<file path="config.mk">
export PLATFORM = sky130hd
export DESIGN_NAME = uart_receiver
export DESIGN_NICKNAME = d
export VERILOG_FILES = /design/src/rtl/uart_receiver.sv
export SDC_FILE = /design/constraint.sdc
export NUM_CORES = 1
export LEC_CHECK = 0
export BUFFER_PORTS_ARGS = -buffer_cell sky130_fd_sc_hd__buf_4
export CORE_MARGIN = 2
export CORE_UTILIZATION = 47
export DETAILED_ROUTE_END_ITERATION = 6
export HOLD_SLACK_MARGIN = 0.06
export PLACE_DENSITY = 0.67
export SLEW_MARGIN = 20
export SYNTH_ARGS = -nofsm -noshare
export SYNTH_HDL_FRONTEND = slang
export SYNTH_SLANG_ARGS = --single-unit
</file>
<file path="constraint.sdc">
create_clock -name clk_50m -period 3.5 [get_ports clk_50m]
set_input_delay 0.525 -clock clk_50m [delete_from_list [all_inputs] [get_ports clk_50m]]
set_output_delay 0.525 -clock clk_50m [all_outputs]
set_load 0.01 [all_outputs]
</file>
<file path="src/rtl/uart_receiver.sv">
// 8N1 UART receiver, LSB first, oversampled by a shared clken at OVERSAMPLE x baud.
// Start-bit glitch rejection, mid-bit data sampling, sticky rdy / frame_err / overrun.
module uart_receiver #(
    parameter int OVERSAMPLE = 16
) (
    input  logic       clk_50m,
    input  logic       rst,
    input  logic       Rx,
    input  logic       clken,
    input  logic       rdy_clr,
    output logic [7:0] data,
    output logic       rdy,
    output logic       frame_err,
    output logic       overrun,
    output logic       Rx_busy
);
    localparam int SW = $clog2(OVERSAMPLE);
    localparam logic [SW-1:0] MID_M1 = SW'(OVERSAMPLE / 2 - 1);
    localparam logic [SW-1:0] LAST   = SW'(OVERSAMPLE - 1);
    localparam logic [SW-1:0] ONE    = SW'(1);

    typedef enum logic [1:0] {IDLE, START, DATA, STOP} state_t;

    state_t        state;
    logic [1:0]    sync;
    logic          rx_s;
    logic          rx_prev;
    logic [SW-1:0] sample;
    logic [2:0]    bit_idx;
    logic [7:0]    shift;

    assign rx_s    = sync[1];
    assign Rx_busy = (state != IDLE);

    always_ff @(posedge clk_50m) begin
        if (rst) begin
            state     <= IDLE;
            sync      <= 2'b11;
            rx_prev   <= 1'b1;
            sample    <= '0;
            bit_idx   <= '0;
            shift     <= '0;
            data      <= '0;
            rdy       <= 1'b0;
            frame_err <= 1'b0;
            overrun   <= 1'b0;
        end else begin
            sync <= {sync[0], Rx};
            // Clears first so that a set on the same edge overrides them.
            if (rdy_clr) begin
                rdy       <= 1'b0;
                frame_err <= 1'b0;
                overrun   <= 1'b0;
            end
            if (clken) begin
                rx_prev <= rx_s;
                case (state)
                    IDLE: begin
                        if (!rx_s && rx_prev) begin
                            state  <= START;
                            sample <= '0;
                        end
                    end
                    START: begin
                        if (sample != MID_M1) begin
                            sample <= sample + ONE;
                        end else if (!rx_s) begin
                            state   <= DATA;
                            sample  <= '0;
                            bit_idx <= '0;
                        end else begin
                            state <= IDLE;
                        end
                    end
                    DATA: begin
                        if (sample != LAST) begin
                            sample <= sample + ONE;
                        end else begin
                            shift[bit_idx] <= rx_s;
                            sample         <= '0;
                            if (bit_idx == 3'd7) state <= STOP;
                            else                 bit_idx <= bit_idx + 3'd1;
                        end
                    end
                    STOP: begin
                        if (sample != LAST) begin
                            sample <= sample + ONE;
                        end else begin
                            sample <= '0;
                            state  <= IDLE;
                            if (rx_s) begin
                                data <= shift;
                                rdy  <= 1'b1;
                                if (rdy) overrun <= 1'b1;
                            end else begin
                                frame_err <= 1'b1;
                            end
                        end
                    end
                    default: state <= IDLE;
                endcase
            end
        end
    end
endmodule

</file>
==> metrics.csv, run 1 <==
stage,metric,value,unit
die,rows,20,
timing,finClkSkew,10.77,ps
die,die_y,59.64,um
worst_setup_path,path_buf_inv,0,
synth,synth_edf_count,0,
synth,synth_cells,155,
synth,ys_top_cells_by_area,"dfxtp_1 (43%), mux2i_1 (13%), nor2_1 (6.7%), a21oi_1 (3.1%), ha_1 (2.6%)",
clock_network,cts_sinks,31,
synth,async_reset_ff_share,0,%
worst_setup_path,path_max_fanout,15,
grt,grt_max_degree,32,
synth,ys_seq_area_share,42.65,%
power,power_switching_share,22.02,%
worst_setup_path,r2r-end,data[3],
grt,grt_pass1_wl,4623,um
clock_network,cts_tree,done,
synth,synth.net_count,163,
timing,period_needed,1989,ps
die,dieWidth,59.64,um
timing,period_share,56.83,%
power,vdd_drop_max,0.1954,mV
power,power_density,345.4,nW/um^2
final_layout,antennaDiodeCount,0,
job,maxCapViolations,0,
worst_setup_path,cp-start-kind,flop,
timing,tightest_slew,658.9,ps
run_status,status,"complete, no violations",
synth,synth_cell_type_count,37,
worst_setup_path,critPathKind,reg -> reg,
drt,antenna_left,0,
clock_network,clk_path_buf_depth,2,
timing,timing.hold.ws,376.4,ps
drt,drc,0,
grt,antenna_found_initial,0,
worst_setup_path,reg2reg_setup_slack,1510,ps
synth,yosysMostFrequentCell,dfxtp_1,
worst_setup_path,crit_family,simple AND/OR/NAND/NOR gates,
grt,grt_pass1_vias,1052,
placed_design,dp_hpwl,1881,um
placed_design,port-buffer-count,16,
synth,synth_area,1455,sq um
clock_network,htreeDepth,2,
final_layout,area_delta_synth_final,10.49,%
timing,maxSlewViolCount,0,
power,switchingPower,0.0001222,W
power,power.share.combinational,3.4,%
clock_network,cts_resized,0,
drt,num_vias,1118,
hold_path,hold_depth,2,
timing,fmaxAchievable,502.7,MHz
die,start_util,48.46,%
grt,overflow,0,
clock_network,numCtsBuffers,5,
final_layout,drive_gt1_share,17.37,%
grt,track_usage,17.34,%
clock_network,clk_latency,320,ps
hold_path,min_to,sync[0],
power,clockPowerShare,32.2,%
power,power_leakage,0.7178,nW
die,coreArea,3003,sq um
power,power,0.0005553,W
drt,wire_per_inst,13.54,um
hold_path,hp-start,Rx,
final_layout,fillers,266,
synth,synth_top_area_share,42.65,%
timing,setup_viol,0,
drt,drtPass1Iterations,4,
final_layout,nNetsFinal,176,
timing,hold_violations,0,
die,dieArea,3557,sq um
clock_network,cts_setup_buffers,0,
placed_design,gp_congestion,0.7950,
clock_network,clockRootBuffer,clkbuf_4,
worst_setup_path,worstPathRequired,3700,ps
die,io-pin-count,17,
drt,drtIter0Drc,36,
worst_setup_path,slowest_delay,640,ps
clock_network,clk_pin_slew_worst_paths,90,ps
synth,yosys-top-cells-count,"dfxtp_1 (31), nor2_1 (26), mux2i_1 (19)",
synth,synth_top_area_cell,dfxtp_1,
timing,rsz0062_at_grt,false,
hold_path,hold_path_class,in -> reg,
power,p_seq_share,64.4,%
synth,yosysWarnings,0,
worst_setup_path,crit_arrival,2190,ps
drt,avgViaCountPerCell,5.590,
timing,max_slew_margin,55.95,%
synth,synth_flop_cell,dfxtp_1,
synth,avgSynthCellArea,9.388,sq um
worst_setup_path,timing.critical_path.to_type,flop,
worst_setup_path,path_cells,"and4_1, nand4_1, mux2i_1, nor2_1",
worst_setup_path,r2r_cells,4,
clock_network,ctsHoldBuffers,0,
worst_setup_path,cp_slowest_cell,dfxtp_1,
synth,synth_seq_cells,31,
power,intPower,0.0004330,W
timing,setup-tns-final,0,ps
drt,drt_wl_total,2708,um
## power groups by stage
| stage | clock (W) | sequential (W) | combinational, W |
|---|---|---|---|
| after detailed placement | 0 | 0.000366 | 0.0000190 |
| after CTS | 0.000184 | 0.000357 | 0.0000190 |
| final | 0.000179 | 0.000357 | 0.0000189 |
| after floorplan | 0 | 0.000363 | 0.0000132 |
| after global routing | 0.000200 | 0.000358 | 0.0000212 |
| after global placement | 0 | 0.000366 | 0.0000185 |
## how the worst max path moves through the flow
stage,start,end,slack (ps),cells past startpoint
2_1_floorplan,bit_idx[0],bit_idx[0],1740,6
3_3_place_gp,bit_idx[1],bit_idx[0],1610,6
3_5_place_dp,flop,data[5],1510,4
4_1_cts,flop,data[3],1490,4
5_1_grt,flop,data[5],1330,4
6_report,flop,data[3],1510,4
## layout make-up
type / count / area [sq um] / share of cell area, %
Sequential cell: 31 / 620.6 / 38.60
Clock buffer: 6 / 41.29 / 2.568
Timing Repair Buffer: 16 / 120.1 / 7.471
Inverter: 5 / 18.77 / 1.167
Tap cell: 33 / 41.29 / 2.568
Multi-Input combinational cell: 109 / 765.7 / 47.63
## sequential cells by signal, summed over array words and instances (netlist names), named ones only
name       cells
data           8
sample         4
state          1
shift          8
frame_err      1
bit_idx        3
rx_prev        1
sync           2
rdy            1
overrun        1
## metrics by stage
| stage | util [%] | instances | worst slack [ps] | area (sq um) |
|---|---|---|---|---|
| finish | 53.54 | 200 | 1511 | 1608 |
| global route | 53.54 | 200 | 1331 | 1608 |
| CTS | 53.54 | 200 | 1491 | 1608 |
| detailed placement | 52.17 | 194 | 1511 | 1567 |
| global placement | 52.17 | 194 | 1607 | 1567 |
| floorplan | - | 155 | 1744 | 1455 |
## routing by layer
metal,GRT usage (%),wire length [um]
met4,7.619,38
met3,5.895,84
met2,29.19,1352
met5,0,0
met1,19.71,1232
## layout by cell type, fill, tap and decap left out, types with 2 or more instances in the layout
cell,synthesis,layout
or2_2,3,3
mux2i_1,19,19
nand3b_1,2,2
a2bb2oi_1,2,2
nor4_1,2,2
and3_1,2,2
nand2_1,5,5
nand4b_1,4,4
nand3_1,5,5
nor2_1,26,26
clkbuf_4,0,5
inv_1,5,5
buf_4,0,16
o21ai_0,3,3
and3b_1,2,2
ha_1,3,3
nand4_1,3,3
dfxtp_1,31,31
and2_1,3,3
a21oi_1,9,9
## cells by family after synthesis
logic type      count (synthesis)  synth area share (%)
compound gates                 19                 8.942
fa+ha+maj                       3                 2.580
mux                            19                 13.07
flops                          31                 42.65
simple gates                   67                 27.43
buf+inv                        15                 4.729
xor+xnor                        1                0.6020
Power figures use the tool's default switching activity.
==> run 2, diff against run 1 <==
ABC_AREA = 1   (was not set)
PLACE_DENSITY = 0.7   (was 0.67)
clock period = 1.8 ns   (was 3.5 ns; I/O delays follow)
==> run 2 against run 1 <==
Combinational power grew to 3.5 times the previous value. Critical path depth grew 4. Clock power grew to 3.2 times the previous value. Critical endpoint is now shift[5]. Non-clock buffer count grew 3. Critical path type unchanged. Global-route usage grew 2.1 points. Hold slack lost 260 ps. Sequential power grew 96%. Die area shrank 0.95%. Highest routed layer unchanged.
==> metrics.csv, run 2 <==
stage,metric,value,unit,change
timing,setup-tns-final,0,ps,unchanged
clock_network,numCtsBuffers,5,,unchanged
hold_path,hold_depth,2,,unchanged
grt,track_usage,19.46,%,+2.1 points
run_status,status,"complete, no violations",,
clock_network,cts_sinks,31,,unchanged
drt,drc,0,,unchanged
synth,synth_flop_cell,dfxtp_1,,
drt,drt_wl_total,2872,um,+6.1%
die,io-pin-count,17,,unchanged
final_layout,largestRegisters,"data (8), shift (8), sample (4)",,
power,power,0.001339,W,+140%
drt,drtPass1Iterations,4,,unchanged
clock_network,clk_pin_slew_worst_paths,100,ps,about the same
hold_path,min_to,sync[0],,
die,coreArea,2978,sq um,-0.83%
timing,maxSlewViolCount,0,,unchanged
timing,rsz0062_at_grt,false,,
final_layout,layout_common_cells,"nand2_1 (45), dfxtp_1 (31), inv_1 (27)",,
job,maxCapViolations,0,,unchanged
power,power_leakage,0.7649,nW,+6.6%
timing,finClkSkew,9.244,ps,-1.528 ps
worst_setup_path,worstPathRequired,2070,ps,-1630 ps
placed_design,dp_hpwl,1998,um,+6.2%
clock_network,clk_path_buf_depth,2,,unchanged
final_layout,layout_commonest_cell,nand2_1,,
clock_network,ctsHoldBuffers,0,,unchanged
power,power_switching_share,22.12,%,+0.11 points
synth,synth_cell_type_count,22,,-41%
worst_setup_path,cp_slowest_cell,dfxtp_1,,
final_layout,drive_gt1_share,20.09,%,+2.7 points
die,start_util,48.36,%,-0.097 points
die,die_y,59.36,um,-0.48%
power,vdd_drop_max,0.5284,mV,+170%
synth,synth_edf_count,0,,unchanged
power,p_seq_share,52.1,%,-12 points
synth,synth_seq_cells,31,,unchanged
synth,ys_top_cells_by_area,"dfxtp_1 (43%), nand2_1 (12%), a21oi_1 (7.6%), inv_1 (7.0%), nand3_1 (5.9%)",,
power,power.share.combinational,4.9,%,+1.5 points
hold_path,hp-start,Rx,,
worst_setup_path,cp-start-kind,flop,,
worst_setup_path,r2r-end,shift[5],,
grt,overflow,0,,unchanged
die,rows,20,,unchanged
synth,yosysWarnings,0,,unchanged
timing,setup_viol,0,,unchanged
final_layout,area_delta_synth_final,17.20,%,
synth,async_reset_ff_share,0,%,unchanged
drt,drtIter0Drc,67,,+86%
timing,period_needed,1606,ps,-383.3 ps
clock_network,htreeDepth,2,,unchanged
die,dieArea,3523,sq um,-0.95%
synth,synth_top_area_share,43.09,%,+0.44 points
drt,num_vias,1312,,+17%
synth,synth_area,1440,sq um,-1.0%
synth,yosysMostFrequentCell,nand2_1,,
drt,avgViaCountPerCell,5.105,,-8.7%
synth,ys_seq_area_share,43.09,%,+0.44 points
die,dieWidth,59.36,um,-0.48%
timing,fmaxAchievable,622.7,MHz,+24%
timing,hold_violations,0,,unchanged
worst_setup_path,path_cells,"ha_2, nand3_2, inv_1, nand2_1, nor3_4, buf_4, nand3_1, a21oi_1",,
grt,antenna_found_initial,0,,unchanged
clock_network,clk_latency,340,ps,+20 ps
worst_setup_path,crit_arrival,1880,ps,-310 ps
placed_design,gp_congestion,0.8040,,+1.1%
power,intPower,0.001043,W,+140%
power,power_density,793.4,nW/um^2,+130%
timing,timing.hold.ws,120.3,ps,-256.1 ps
worst_setup_path,slowest_delay,370,ps,-270 ps
worst_setup_path,reg2reg_setup_slack,190,ps,-1320 ps
grt,grt_pass1_vias,1164,,+11%
synth,synth.net_count,209,,+28%
grt,grt_pass1_wl,4988,um,+7.9%
worst_setup_path,r2r_cells,8,,+4
worst_setup_path,path_max_fanout,6,,-9
drt,wire_per_inst,11.18,um,-17%
synth,synth_cells,201,,+30%
hold_path,hold_path_class,in -> reg,,
placed_design,port-buffer-count,16,,unchanged
worst_setup_path,r2r-start,sample[0],,
worst_setup_path,critPathKind,reg -> reg,,
timing,period_share,89.21,%,+32 points
grt,grt_max_degree,19,,-41%
synth,yosys-top-cells-count,"nand2_1 (45), dfxtp_1 (31), inv_1 (27)",,
synth,avgSynthCellArea,7.165,sq um,-24%
power,clockPowerShare,43.0,%,+11 points
clock_network,cts_tree,done,,
final_layout,antennaDiodeCount,0,,unchanged
synth,synth_top_area_cell,dfxtp_1,,
power,switchingPower,0.0002962,W,+140%
timing,tightest_slew,526.4,ps,-132.5 ps
clock_network,clockRootBuffer,clkbuf_4,,
timing,max_slew_margin,64.87,%,+8.9 points
final_layout,nNetsFinal,231,,+31%
worst_setup_path,timing.critical_path.to_type,flop,,
drt,antenna_left,0,,unchanged
## run 2: cell types whose count changed in the layout (fill, tap and decap cells not counted), sizes merged, moves of 3 or more
| cell | change |
|---|---|
| nand4b | -4 |
| and2 | -3 |
| inv | +25 |
| o21ai | +13 |
| nand4 | -3 |
| a21oi | +15 |
| mux2i | -19 |
| nand2 | +42 |
| nand3 | +13 |
| nor2 | -4 |
| buf | +3 |
## run 2: critical path: cells and delay by family (launching register included)
| family | cells | cell delay, ps |
|---|---|---|
| simple gates | 4 | 550 |
| fa+ha+maj | 1 | 230 |
| flops | 1 | 370 |
| compound gates | 1 | 140 |
| buf+inv | 2 | 260 |
## run 2: cell type report
class	count	area, sq um
Tap cell	33	41.29
Clock buffer	6	51.30
Multi-Input combinational cell	136	684.4
Inverter	30	112.6
Sequential cell	31	620.6
Clock inverter	2	35.03
Fill cell	287	1290
Timing Repair Buffer	19	142.6
## run 2: timing repair
item | CTS | global route
setup endpoints to repair | 0 | 1
resized for setup | 0 | 1
setup buffers | 0 | 1
## run 2: power by group through the flow
stage	clock (W)	sequential, W	combinational [W]
final	0.000576	0.000698	0.0000653
after global routing	0.000618	0.000699	0.0000741
after CTS	0.000581	0.000698	0.0000657
after detailed placement	0	0.000714	0.0000652
after global placement	0	0.000714	0.0000653
after floorplan	0	0.000712	0.0000445
## run 2: cells by family after synthesis
logic type | share of synthesized area [%]
AOI/OAI and AO/OA | 14.42
buffers and inverters | 9.557
and+or+nand+nor | 30.32
DFF | 43.09
adders and majority gates | 2.607
## run 2: how the worst max path moves through the flow
stage / from / end / cells past startpoint
floorplan: sample[0] / shift[3] / 8
global placement: sample[0] / shift[3] / 9
detailed placement: sample[0] / shift[3] / 9
CTS: sample[0] / shift[3] / 9
global route: sample[0] / shift[5] / 9
finish: sample[0] / shift[5] / 8
## run 2: through the flow
| step | area (sq um) | worst slack (ps) | util, % | instances |
|---|---|---|---|---|
| floorplan | 1440 | 390.2 | - | 201 |
| global placement | 1592 | 253.2 | 53.45 | 248 |
| detailed placement | 1592 | 180.1 | 53.45 | 248 |
| CTS | 1678 | 148.1 | 56.34 | 256 |
| global route | 1688 | 9.370 | 56.68 | 257 |
| finish | 1688 | 194.2 | 56.68 | 257 |
## run 2: routing by layer
layer	vias to the layer above	wire length [um]	GRT usage, %
met5	-	0	0
met4	0	68	11.36
met3	7	99	5.895
met2	18	1242	28.26
met1	601	1462	25.34
li1	686	-	-
